File: src/rtl/m_sync_detect.sv
// Symbol-timing recovery for the M-sequence correlator: finds a correlation peak,
// locks to the SEQ_LEN-clock period and slices one bit per expected peak slot.
module m_sync_detect #(
  parameter int unsigned SEQ_LEN      = 31,
  parameter logic [7:0]  THR_HI       = 8'd56,
  parameter logic [7:0]  THR_LO       = 8'd6,
  parameter int unsigned MISS_MAX     = 3,
  // value bit_cnt takes on reset; nonzero only to bring the wrap into short runs
  parameter logic [15:0] BIT_CNT_INIT = 16'h0000
) (
  input  logic        clk,
  input  logic        rst,
  input  logic [7:0]  corr,
  output logic        bit_out,
  output logic        bit_valid,
  output logic        miss,
  output logic        locked,
  output logic [7:0]  peak_val,
  output logic [15:0] bit_cnt
);
  localparam int PH_W = $clog2(SEQ_LEN);
  localparam logic SEARCH = 1'b0;
  localparam logic LOCK   = 1'b1;

  logic            state;
  logic [PH_W-1:0] phase;
  logic [3:0]      miss_cnt;
  logic            peak_hi, peak_lo, peak, slot;

  assign peak_hi = (corr >= THR_HI);
  assign peak_lo = (corr <= THR_LO);
  assign peak    = peak_hi | peak_lo;
  // slot lands exactly SEQ_LEN clocks after the previous accepted sample
  assign slot    = (phase == PH_W'(SEQ_LEN - 1));
  assign locked  = (state == LOCK);

  always_ff @(posedge clk) begin
    if (rst) begin
      state     <= SEARCH;
      phase     <= '0;
      miss_cnt  <= '0;
      bit_out   <= 1'b0;
      bit_valid <= 1'b0;
      miss      <= 1'b0;
      peak_val  <= '0;
      bit_cnt   <= BIT_CNT_INIT;
    end else begin
      bit_valid <= 1'b0;
      miss      <= 1'b0;
      if (state == SEARCH) begin
        if (peak) begin
          bit_valid <= 1'b1;
          bit_out   <= peak_hi;
          peak_val  <= corr;
          bit_cnt   <= bit_cnt + 16'd1;
          phase     <= '0;
          miss_cnt  <= '0;
          state     <= LOCK;
        end
      end else if (slot) begin
        phase <= '0;
        if (peak) begin
          bit_valid <= 1'b1;
          bit_out   <= peak_hi;
          peak_val  <= corr;
          bit_cnt   <= bit_cnt + 16'd1;
          miss_cnt  <= '0;
        end else begin
          miss <= 1'b1;
          if (miss_cnt + 4'd1 == 4'(MISS_MAX)) begin
            state    <= SEARCH;
            miss_cnt <= '0;
          end else begin
            miss_cnt <= miss_cnt + 4'd1;
          end
        end
      end else begin
        // off-slot peaks are deliberately ignored: no re-alignment while locked
        phase <= phase + 1'b1;
      end
    end
  end
endmodule

File: config.mk
export PLATFORM = sky130hd
export DESIGN_NAME = m_sync_detect
export DESIGN_NICKNAME = d
export VERILOG_FILES = /design/src/rtl/m_sync_detect.sv
export SDC_FILE = /design/constraint.sdc
export NUM_CORES = 1
export LEC_CHECK = 0
export BUFFER_PORTS_ARGS = -buffer_cell sky130_fd_sc_hd__buf_2
export CAP_MARGIN = 20
export CORE_UTILIZATION = 54
export CTS_CLUSTER_DIAMETER = 120
export DETAILED_ROUTE_END_ITERATION = 8
export PLACE_DENSITY = 0.8
export SKIP_CTS_REPAIR_TIMING = 1
export SYNTH_ARGS = -nofsm -noshare
export SYNTH_HDL_FRONTEND = slang
export SYNTH_SLANG_ARGS = --single-unit
File: constraint.sdc
create_clock -name clk -period 2.1 [get_ports clk]
set_clock_uncertainty 0.05 [all_clocks]
set_input_delay 0.42 -clock clk [delete_from_list [all_inputs] [get_ports clk]]
set_output_delay 0.42 -clock clk [all_outputs]
set_load 0.01 [all_outputs]
==> results of run 1 <==
-- registers in the layout (all words and copies together) (netlist names) --
name       flops
phase          5
miss           1
bit_out        1
miss_cnt       4
bit_cnt       16
bit_valid      1
locked         1
peak_val       8
-- through the flow --
step | instances | util, % | hold slack [ns] | total power, mW | setup slack, ns
final | 297 | 69.0 | 0.266 | 1.43 | 0.164
after global routing | 297 | 69.0 | 0.260 | 1.47 | 0.0441
after CTS | 297 | 69.0 | 0.257 | 1.43 | 0.116
after detailed placement | 289 | 66.2 | 0.420 | 0.906 | 0.133
after global placement | 289 | 66.2 | 0.409 | 0.903 | 0.143
after floorplan | 210 | - | 0.421 | 0.845 | 0.342
-- logic make-up after synthesis --
kind of cell / Yosys count / share of synthesized area, %
AND/OR/NAND/NOR: 79 / 24.6
adder cells (fa/ha/maj): 5 / 3.40
multiplexers: 5 / 3.06
XOR/XNOR: 1 / 0.477
buffers and inverters: 17 / 4.49
flip-flops: 37 / 40.3
AO/OA/AOI/OAI: 66 / 23.6
-- power breakdown --
part	total [mW]	switching [mW]	internal, mW	leakage [nW]
combinational	0.154	0.0951	0.0587	0.542
sequential	0.738	0.0153	0.722	0.301
clock	0.535	0.252	0.283	0.0445
-- final cells by class --
cell class	instances	area, um2	share of cell area, %
clock buffers	6	51.3	2.36
inverters	6	22.5	1.04
clock inverters	2	37.5	1.73
multi-input cells	156	1020	46.7
flip-flops and latches	37	741	34.0
well taps	44	55.1	2.53
repair buffers	46	253	11.6
-- routing by layer --
layer  vias up  share of wire (%)  GRT usage, %
met2        50                 46          40.7
met5         -                  0             0
met1       818                 47          33.6
li1        879                  -             -
met4         0                1.6          11.6
met3         7                4.9          4.90
-- worst max-delay path: stages, from the launching register on --
cell	delay, ns
dfxtp_1	0.37
inv_1	0.07
ha_1	0.18
and4_2	0.33
o21ai_1	0.20
or4_1	0.52
a21oi_1	0.15
-- how the worst max path moves through the flow --
| stage | endpoint | start | slack [ns] |
|---|---|---|---|
| global route | bit_cnt[8]$_SDFFE_PP0P_ | phase[0]$_SDFFE_PP0P_ | 0.04 |
| global placement | bit_cnt[5]$_SDFFE_PP0P_ | phase[0]$_SDFFE_PP0P_ | 0.14 |
| CTS | bit_cnt[5]$_SDFFE_PP0P_ | phase[0]$_SDFFE_PP0P_ | 0.12 |
| detailed placement | bit_cnt[5]$_SDFFE_PP0P_ | phase[0]$_SDFFE_PP0P_ | 0.13 |
| floorplan | bit_cnt[1]$_SDFFE_PP0P_ | phase[0]$_SDFFE_PP0P_ | 0.34 |
| finish | bit_cnt[8]$_SDFFE_PP0P_ | phase[0]$_SDFFE_PP0P_ | 0.16 |
-- placed cells by master (no fill, tap or decap), drive strengths merged, types with 3 or more instances in the layout --
cell,count
buf,46
nor2b,6
ha,5
o31ai,9
nor3,7
a22o,3
nand3,15
mux2,5
and4,3
o21ai,15
a21oi,26
nor2,12
nand4,3
inv,6
clkbuf,6
or3,4
dfxtp,37
nand2,12
or4,8
==> flow_metrics.tcl, run 1 <==
set metrics [dict create \
    status "completed" \
    crit_required_ns 2.33 \
    route.detailed.drc 0 \
    cts_tree "built" \
    cts-root-buf "clkbuf_4" \
    setup_viol 0 \
    grt_pass1_vias 1589 \
    powerDensity_nw_per_um2 656 \
    r2r_end "bit_cnt[8]$_SDFFE_PP0P_" \
    die_y_um 60.3 \
    endpoint_kind "flip-flop" \
    cts_buffers 5 \
    crit_type "flip-flop to flip-flop" \
    hold-path-endpoint "peak_val[6]$_SDFFE_PP0P_" \
    gp_congestion 0.751 \
    synth_top_area_cell "dfxtp_1" \
    n_antenna_cell 0 \
    dr.pass1.iters 6 \
    wl_per_cell_um 13.9 \
    antenna_found_initial 0 \
    min_period_ns 1.94 \
    critPathLaunchType "flip-flop" \
    min-delay-path-class "input port to flip-flop" \
    drive_above_1_share_pct 26.5 \
    drtIter0Drc 62 \
    yosys_most_used_dff "dfxtp_1" \
    synth_top_area_share_pct 40.3 \
    rsz0062_at_grt "no" \
    worstHoldPathCells 3 \
    final_antenna_net_count 0 \
    avgSynthCellArea_um2 8.75 \
    finalNetCount 267 \
    clk_pin_slew_ns 0.12 \
    insertion_delay_ns 0.35 \
    synth_area_leaders "dfxtp_1 40%, a21oi_1 6.8%, nand3_1 4.1%" \
    yosys.cell_types.count 44 \
    yosysMostFrequentCell "dfxtp_1" \
    async_flop_share_pct 0 \
    synth-edff-count 0 \
    leakagePower_nw 0.888 \
    worstPathArrival_ns 2.17 \
    syn_to_final_growth_pct 18.4 \
    ys_seq_area_share_pct 40.3 \
    portBuffers 37 \
    io_pins 38 \
    clock-sinks 37 \
    core-area_um2 3150 \
    r2r_cells 6 \
    reg2reg_setup_slack_ns 0.16 \
    postPlaceCellArea_um2 2090 \
    cap_viol_max_count 0 \
    globalRouteTotalUtil_pct 25.5 \
    worstMarginPinSlew_ns 0.517 \
    nFillCells 290 \
    start_util_pct 58.3 \
    maxSlewHeadroom_pct 65.3 \
    yosys_warnings 0 \
    synth_common_cells "37 x dfxtp_1, 25 x a21oi_1, 15 x nand3_1" \
    setup-tns-final_ns 0 \
    max_freq_mhz 516 \
    synth_cells 210 \
    ys_ff_latch 37 \
    grt_max_degree 38 \
    finalCritPeriodShare_pct 92.2 \
    rows 20 \
    die_area_um2 3640 \
    netlist_area_um2 1840 \
    crit_fanout 8 \
    wirelength_mm 4.14 \
    hpwlAfterDp_mm 2.92 \
    h-tree-depth 2 \
    chipWidth_um 60.3 \
    via_count 1754 \
    layout.cell_area.non_filler_um2 2180 \
    worstHoldStart "corr[6]" \
    syn_nets 225 \
    grt_first_pass_wirelength_mm 6.93 \
    cts_buffer_depth 2 \
    grt-ovfl-total 0 \
    slew_viol_final 0 \
    avgViaCountPerCell 5.91 \
    vdd_drop_max_mv 0.443 \
    hold_viol_final 0 \
    rr_startpoint "phase[0]$_SDFFE_PP0P_" \
]
Power figures use the tool's default switching activity.
==> inputs of run 2 (changes only) <==
--- a/config.mk
+++ b/config.mk
@@ -7,10 +7,10 @@
 export LEC_CHECK = 0
 export BUFFER_PORTS_ARGS = -buffer_cell sky130_fd_sc_hd__buf_2
 export CAP_MARGIN = 20
-export CORE_UTILIZATION = 54
+export CORE_UTILIZATION = 58
 export CTS_CLUSTER_DIAMETER = 120
 export DETAILED_ROUTE_END_ITERATION = 8
-export PLACE_DENSITY = 0.8
+export PLACE_DENSITY = 0.85
 export SKIP_CTS_REPAIR_TIMING = 1
 export SYNTH_ARGS = -nofsm -noshare
 export SYNTH_HDL_FRONTEND = slang
==> constraint.sdc (replaced) <==
create_clock -name clk -period 2.5 [get_ports clk]
set_clock_uncertainty 0.05 [all_clocks]
set_input_delay 0.5 -clock clk [delete_from_list [all_inputs] [get_ports clk]]
set_output_delay 0.5 -clock clk [all_outputs]
set_load 0.01 [all_outputs]
==> run 2 against run 1 <==
Power down 26%; cell area decreased by 2.9%; non-clock buffer count is 3 lower.
==> flow_metrics.tcl, run 2 (synthesis results as in run 1) <==
set metrics [dict create \
    crit_type "flip-flop to flip-flop" \
    maxSlewHeadroom_pct 62.7 \
    avgViaCountPerCell 5.97 \
    finalNetCount 264 \
    grt-ovfl-total 0 \
    route.detailed.drc 0 \
    power_mw 1.05 \
    io_pins 38 \
    setup-tns-final_ns 0 \
    gp_congestion 0.864 \
    core-area_um2 3030 \
    antenna_found_initial 0 \
    leakagePower_nw 0.856 \
    crit_fanout 10 \
    vdd_drop_max_mv 0.351 \
    r2r_cells 6 \
    cts_buffers 5 \
    p_switching_mw 0.289 \
    cap_viol_max_count 0 \
    via_count 1756 \
    hold_viol_final 0 \
    max_freq_mhz 496 \
    clockPowerShare_pct 29.5 \
    multi_input_area_um2 1010 \
    switching_share_pct 27.4 \
    setup_viol 0 \
    powerDensity_nw_per_um2 499 \
    seq_area_um2 741 \
    layout_common_cells "37 x dfxtp_1, 37 x buf_2, 25 x a21oi_1" \
    hold-path-endpoint "peak_val[1]$_SDFFE_PP0P_" \
    die_y_um 58.3 \
    critPathLaunchType "flip-flop" \
    drtIter0Drc 98 \
    globalRouteTotalUtil_pct 25.5 \
    wirelength_mm 4.05 \
    endpoint_kind "flip-flop" \
    largest-register "bit_cnt" \
    worstHoldStart "corr[1]" \
    grt_max_degree 21 \
    cts_tree "built" \
    grt_first_pass_wirelength_mm 6.57 \
    insertion_delay_ns 0.36 \
    syn_to_final_growth_pct 14.9 \
    chipWidth_um 58.3 \
    rr_startpoint "phase[0]$_SDFFE_PP0P_" \
    top_regs "bit_cnt: 16 flops, peak_val: 8 flops, phase: 5 flops" \
    nFillCells 272 \
    worstHoldPathCells 3 \
    final_antenna_net_count 0 \
    rsz0062_at_grt "no" \
    sequentialPowerShare_pct 58.9 \
    largest_register_ffs 16 \
    rows 20 \
    power_frac_comb_pct 11.6 \
    cts_buffer_depth 2 \
    portBuffers 37 \
    reg2reg_setup_slack_ns 0.48 \
    hpwlAfterDp_mm 2.87 \
    min-delay-path-class "input port to flip-flop" \
    clock-sinks 37 \
    worstMarginPinSlew_ns 0.556 \
    finalCritPeriodShare_pct 80.6 \
    min_period_ns 2.02 \
    worstPathArrival_ns 2.22 \
    grt_pass1_vias 1485 \
    final_util_pct 69.8 \
    r2r_end "bit_cnt[12]$_SDFFE_PP0P_" \
    die_area_um2 3400 \
    clk_pin_slew_ns 0.11 \
    slew_viol_final 0 \
    cell_internal_pwr_mw 0.765 \
    wl_per_cell_um 13.8 \
    drive_above_1_share_pct 24.0 \
    cts-root-buf "clkbuf_4" \
    n_antenna_cell 0 \
    start_util_pct 60.7 \
    crit_required_ns 2.71 \
    status "completed" \
    dr.pass1.iters 4 \
    h-tree-depth 2 \
]
-- run 2: worst max-delay path, cell delays in order, from the launching register on --
cell and delay, ns:
dfxtp_1 0.37, inv_1 0.07, ha_1 0.17, and4_1 0.36
nor2_2 0.15, nor4_1 0.37, mux2_2 0.37
-- run 2: layer usage --
layer	vias to the layer above	routed length (um)	part of all wire, %	track usage, %
li1	876	-	-	-
met1	835	1840	45	33.6
met2	38	1940	48	39.1
met3	7	209	5.2	8.13
met4	0	58	1.4	9.86
met5	-	0	0	0
-- run 2: how the worst max path moves through the flow --
stage / from / to / slack, ns / cells after the start
after floorplan: corr[3] / bit_cnt[10]$_SDFFE_PP0P_ / 0.73 / 5
after global placement: corr[5] / phase[4]$_SDFFE_PP0P_ / 0.44 / 6
after detailed placement: corr[5] / phase[4]$_SDFFE_PP0P_ / 0.39 / 6
after CTS: phase[0]$_SDFFE_PP0P_ / bit_cnt[12]$_SDFFE_PP0P_ / 0.49 / 6
after global routing: phase[0]$_SDFFE_PP0P_ / bit_cnt[8]$_SDFFE_PP0P_ / 0.32 / 6
final: phase[0]$_SDFFE_PP0P_ / bit_cnt[12]$_SDFFE_PP0P_ / 0.48 / 6
-- run 2: power by group through the flow --
stage,registers [mW],logic (mW),clock network [mW]
finish,0.621,0.122,0.311
global route,0.624,0.137,0.339
CTS,0.621,0.123,0.312
detailed placement,0.634,0.122,0
global placement,0.634,0.120,0
floorplan,0.638,0.0720,0
-- run 2: area by class of cell --
class	count	share of cell area (%)
clock buffers	8	2.31
inverters	6	1.07
multi-input cells	156	48.0
flip-flops and latches	37	35.1
well taps	44	2.61
repair buffers	43	10.9
-- run 2: through the flow --
step | hold slack [ns] | std cells | setup WS, ns | cell area [um2]
floorplan | 0.421 | 210 | 0.728 | 1840
global placement | 0.415 | 286 | 0.442 | 2060
detailed placement | 0.420 | 286 | 0.393 | 2060
CTS | 0.349 | 294 | 0.492 | 2110
global route | 0.355 | 294 | 0.320 | 2110
finish | 0.351 | 294 | 0.484 | 2110
==> inputs of run 3 (changes only) <==
--- a/config.mk
+++ b/config.mk
@@ -7,10 +7,10 @@
 export LEC_CHECK = 0
 export BUFFER_PORTS_ARGS = -buffer_cell sky130_fd_sc_hd__buf_2
 export CAP_MARGIN = 20
-export CORE_UTILIZATION = 58
+export CORE_UTILIZATION = 54
 export CTS_CLUSTER_DIAMETER = 120
 export DETAILED_ROUTE_END_ITERATION = 8
-export PLACE_DENSITY = 0.85
+export PLACE_DENSITY = 0.8
 export SKIP_CTS_REPAIR_TIMING = 1
 export SYNTH_ARGS = -nofsm -noshare
 export SYNTH_HDL_FRONTEND = slang
==> constraint.sdc (replaced) <==
create_clock -name clk -period 2.02 [get_ports clk]
set_clock_uncertainty 0.05 [all_clocks]
set_input_delay 0.404 -clock clk [delete_from_list [all_inputs] [get_ports clk]]
set_output_delay 0.404 -clock clk [all_outputs]
set_load 0.01 [all_outputs]
==> run 3 against run 2 <==
Global-route usage shrank 0.22 points; utilization shrank 0.31 points; worst setup slack lost 0.40 ns; first-iteration DRC count shrank 3.1%; clock power grew 78%; combinational power grew 35%; fmax grew 4.3%; sequential share of layout area shrank 1.2 points; die area grew 7.1%; cell area grew 3.7%; critical endpoint is now phase[3]$_SDFFE_PP0P_; largest cell class unchanged; highest routed layer unchanged.
==> flow_metrics.tcl, run 3 (synthesis results as in run 1) <==
set metrics [dict create \
    status "completed" \
    grt_first_pass_wirelength_mm 6.81 \
    gp_congestion 0.815 \
    portBuffers 37 \
    dr.pass1.iters 4 \
    io_pins 38 \
    min-delay-path-class "input port to flip-flop" \
    slew_viol_final 0 \
    max_freq_mhz 517 \
    power_frac_comb_pct 11.1 \
    layout_common_cells "37 x dfxtp_1, 37 x buf_2, 25 x a21oi_1" \
    die_y_um 60.3 \
    largest-register "bit_cnt" \
    setup_slack_ns 0.0872 \
    clockPowerShare_pct 37.3 \
    wl_per_cell_um 14.1 \
    worstPathArrival_ns 2.15 \
    rows 20 \
    h-tree-depth 2 \
    switching_share_pct 25.4 \
    sequentialPowerShare_pct 51.6 \
    n_antenna_cell 0 \
    wl_met1_mm 2.03 \
    wl_met3_um 183 \
    top_layer "met4" \
    wirelength_mm 4.22 \
    setup-tns-final_ns 0 \
    die_area_um2 3640 \
    vdd_drop_max_mv 0.531 \
    antenna_found_initial 0 \
    crit_type "flip-flop to flip-flop" \
    chipWidth_um 60.3 \
    endpoint_kind "flip-flop" \
    critPathSlowestCell "dfxtp_1" \
    clock-sinks 37 \
    maxSlewHeadroom_pct 65.8 \
    crit_required_ns 2.24 \
    insertion_delay_ns 0.36 \
    clk_pin_slew_ns 0.12 \
    route.detailed.drc 0 \
    syn_to_final_growth_pct 19.1 \
    cts-root-buf "clkbuf_4" \
    grt_max_degree 24 \
    cell_internal_pwr_mw 1.11 \
    cap_viol_max_count 0 \
    drive_above_1_share_pct 26.7 \
    dr_wl_met2_mm 1.91 \
    core-area_um2 3150 \
    grt_pass1_vias 1495 \
    nFillCells 278 \
    finalNetCount 269 \
    hpwlAfterDp_mm 3.02 \
    top_regs "bit_cnt: 16 flops, peak_val: 8 flops, phase: 5 flops" \
    critPathLaunchType "flip-flop" \
    leakagePower_nw 0.899 \
    crit_path_max_incr_delay_ns 0.42 \
    grt-ovfl-total 0 \
    crit_path_cell_trace "inv_1 -> ha_1 -> and4_1 -> nor2_2 -> buf_4 -> nand2_1 -> a311oi_1" \
    via_count 1790 \
    cts_tree "built" \
    final_antenna_net_count 0 \
    finalCritPeriodShare_pct 95.7 \
    cts_buffers 5 \
    hold_viol_final 0 \
    p_switching_mw 0.378 \
    powerDensity_nw_per_um2 679 \
    globalRouteTotalUtil_pct 25.2 \
    drtIter0Drc 95 \
    worstMarginPinSlew_ns 0.509 \
    cts_buffer_depth 2 \
    min_period_ns 1.93 \
    largest_register_ffs 16 \
    rsz0062_at_grt "yes" \
    pre_cts_ws_ns 0.118 \
    crit_fanout 11 \
    start_util_pct 58.3 \
    avgViaCountPerCell 5.99 \
    setup_viol 0 \
]
run 3: worst paths after layout:
check,start,to,slack [ns],depth (start not counted)
worst max-delay path,phase[0]$_SDFFE_PP0P_,phase[3]$_SDFFE_PP0P_,0.09,7
worst min-delay path,corr[7],peak_val[7]$_SDFFE_PP0P_,0.25,3
worst min register to register,peak_val[6]$_SDFFE_PP0P_,peak_val[6]$_SDFFE_PP0P_,0.43,2
worst max register to register,phase[0]$_SDFFE_PP0P_,phase[3]$_SDFFE_PP0P_,0.09,7
run 3: layer usage:
layer	track usage, %	vias up
li1	-	883
met1	34.6	848
met2	36.7	48
met3	5.76	11
met4	14.0	0
met5	0	-
run 3: per-stage QoR:
| stage | util (%) | hold WS [ns] | area, um2 | power [mW] | cells |
|---|---|---|---|---|---|
| after global routing | 69.4 | 0.250 | 2190 | 1.54 | 299 |
| after floorplan | - | 0.421 | 1840 | 0.879 | 210 |
| after detailed placement | 66.6 | 0.416 | 2100 | 0.946 | 291 |
| after CTS | 69.4 | 0.241 | 2190 | 1.49 | 299 |
| final | 69.4 | 0.253 | 2190 | 1.49 | 299 |
| after global placement | 66.6 | 0.415 | 2100 | 0.942 | 291 |
run 3: worst max-delay path: cells and delay by family (launching register included):
| kind | cells | cell delay [ns] |
|---|---|---|
| compound gates | 1 | 0.24 |
| fa+ha+maj | 1 | 0.22 |
| buf+inv | 2 | 0.31 |
| flops | 1 | 0.42 |
| simple gates | 3 | 0.58 |
run 3: cell type report:
type / instances / area (um2) / share of cell area [%]
Multi-Input combinational cell: 156 / 1010 / 46.3
Sequential cell: 37 / 741 / 33.8
Timing Repair Buffer: 48 / 268 / 12.2
Tap cell: 44 / 55.1 / 2.51
Clock buffer: 6 / 51.3 / 2.34
Clock inverter: 2 / 37.5 / 1.71
Inverter: 6 / 22.5 / 1.03
run 3: power groups by stage:
stage | sequential, mW | combinational (mW) | clock (mW)
floorplan | 0.790 | 0.0890 | 0
global placement | 0.782 | 0.160 | 0
detailed placement | 0.783 | 0.164 | 0
CTS | 0.767 | 0.164 | 0.563
global route | 0.770 | 0.183 | 0.589
finish | 0.767 | 0.165 | 0.555
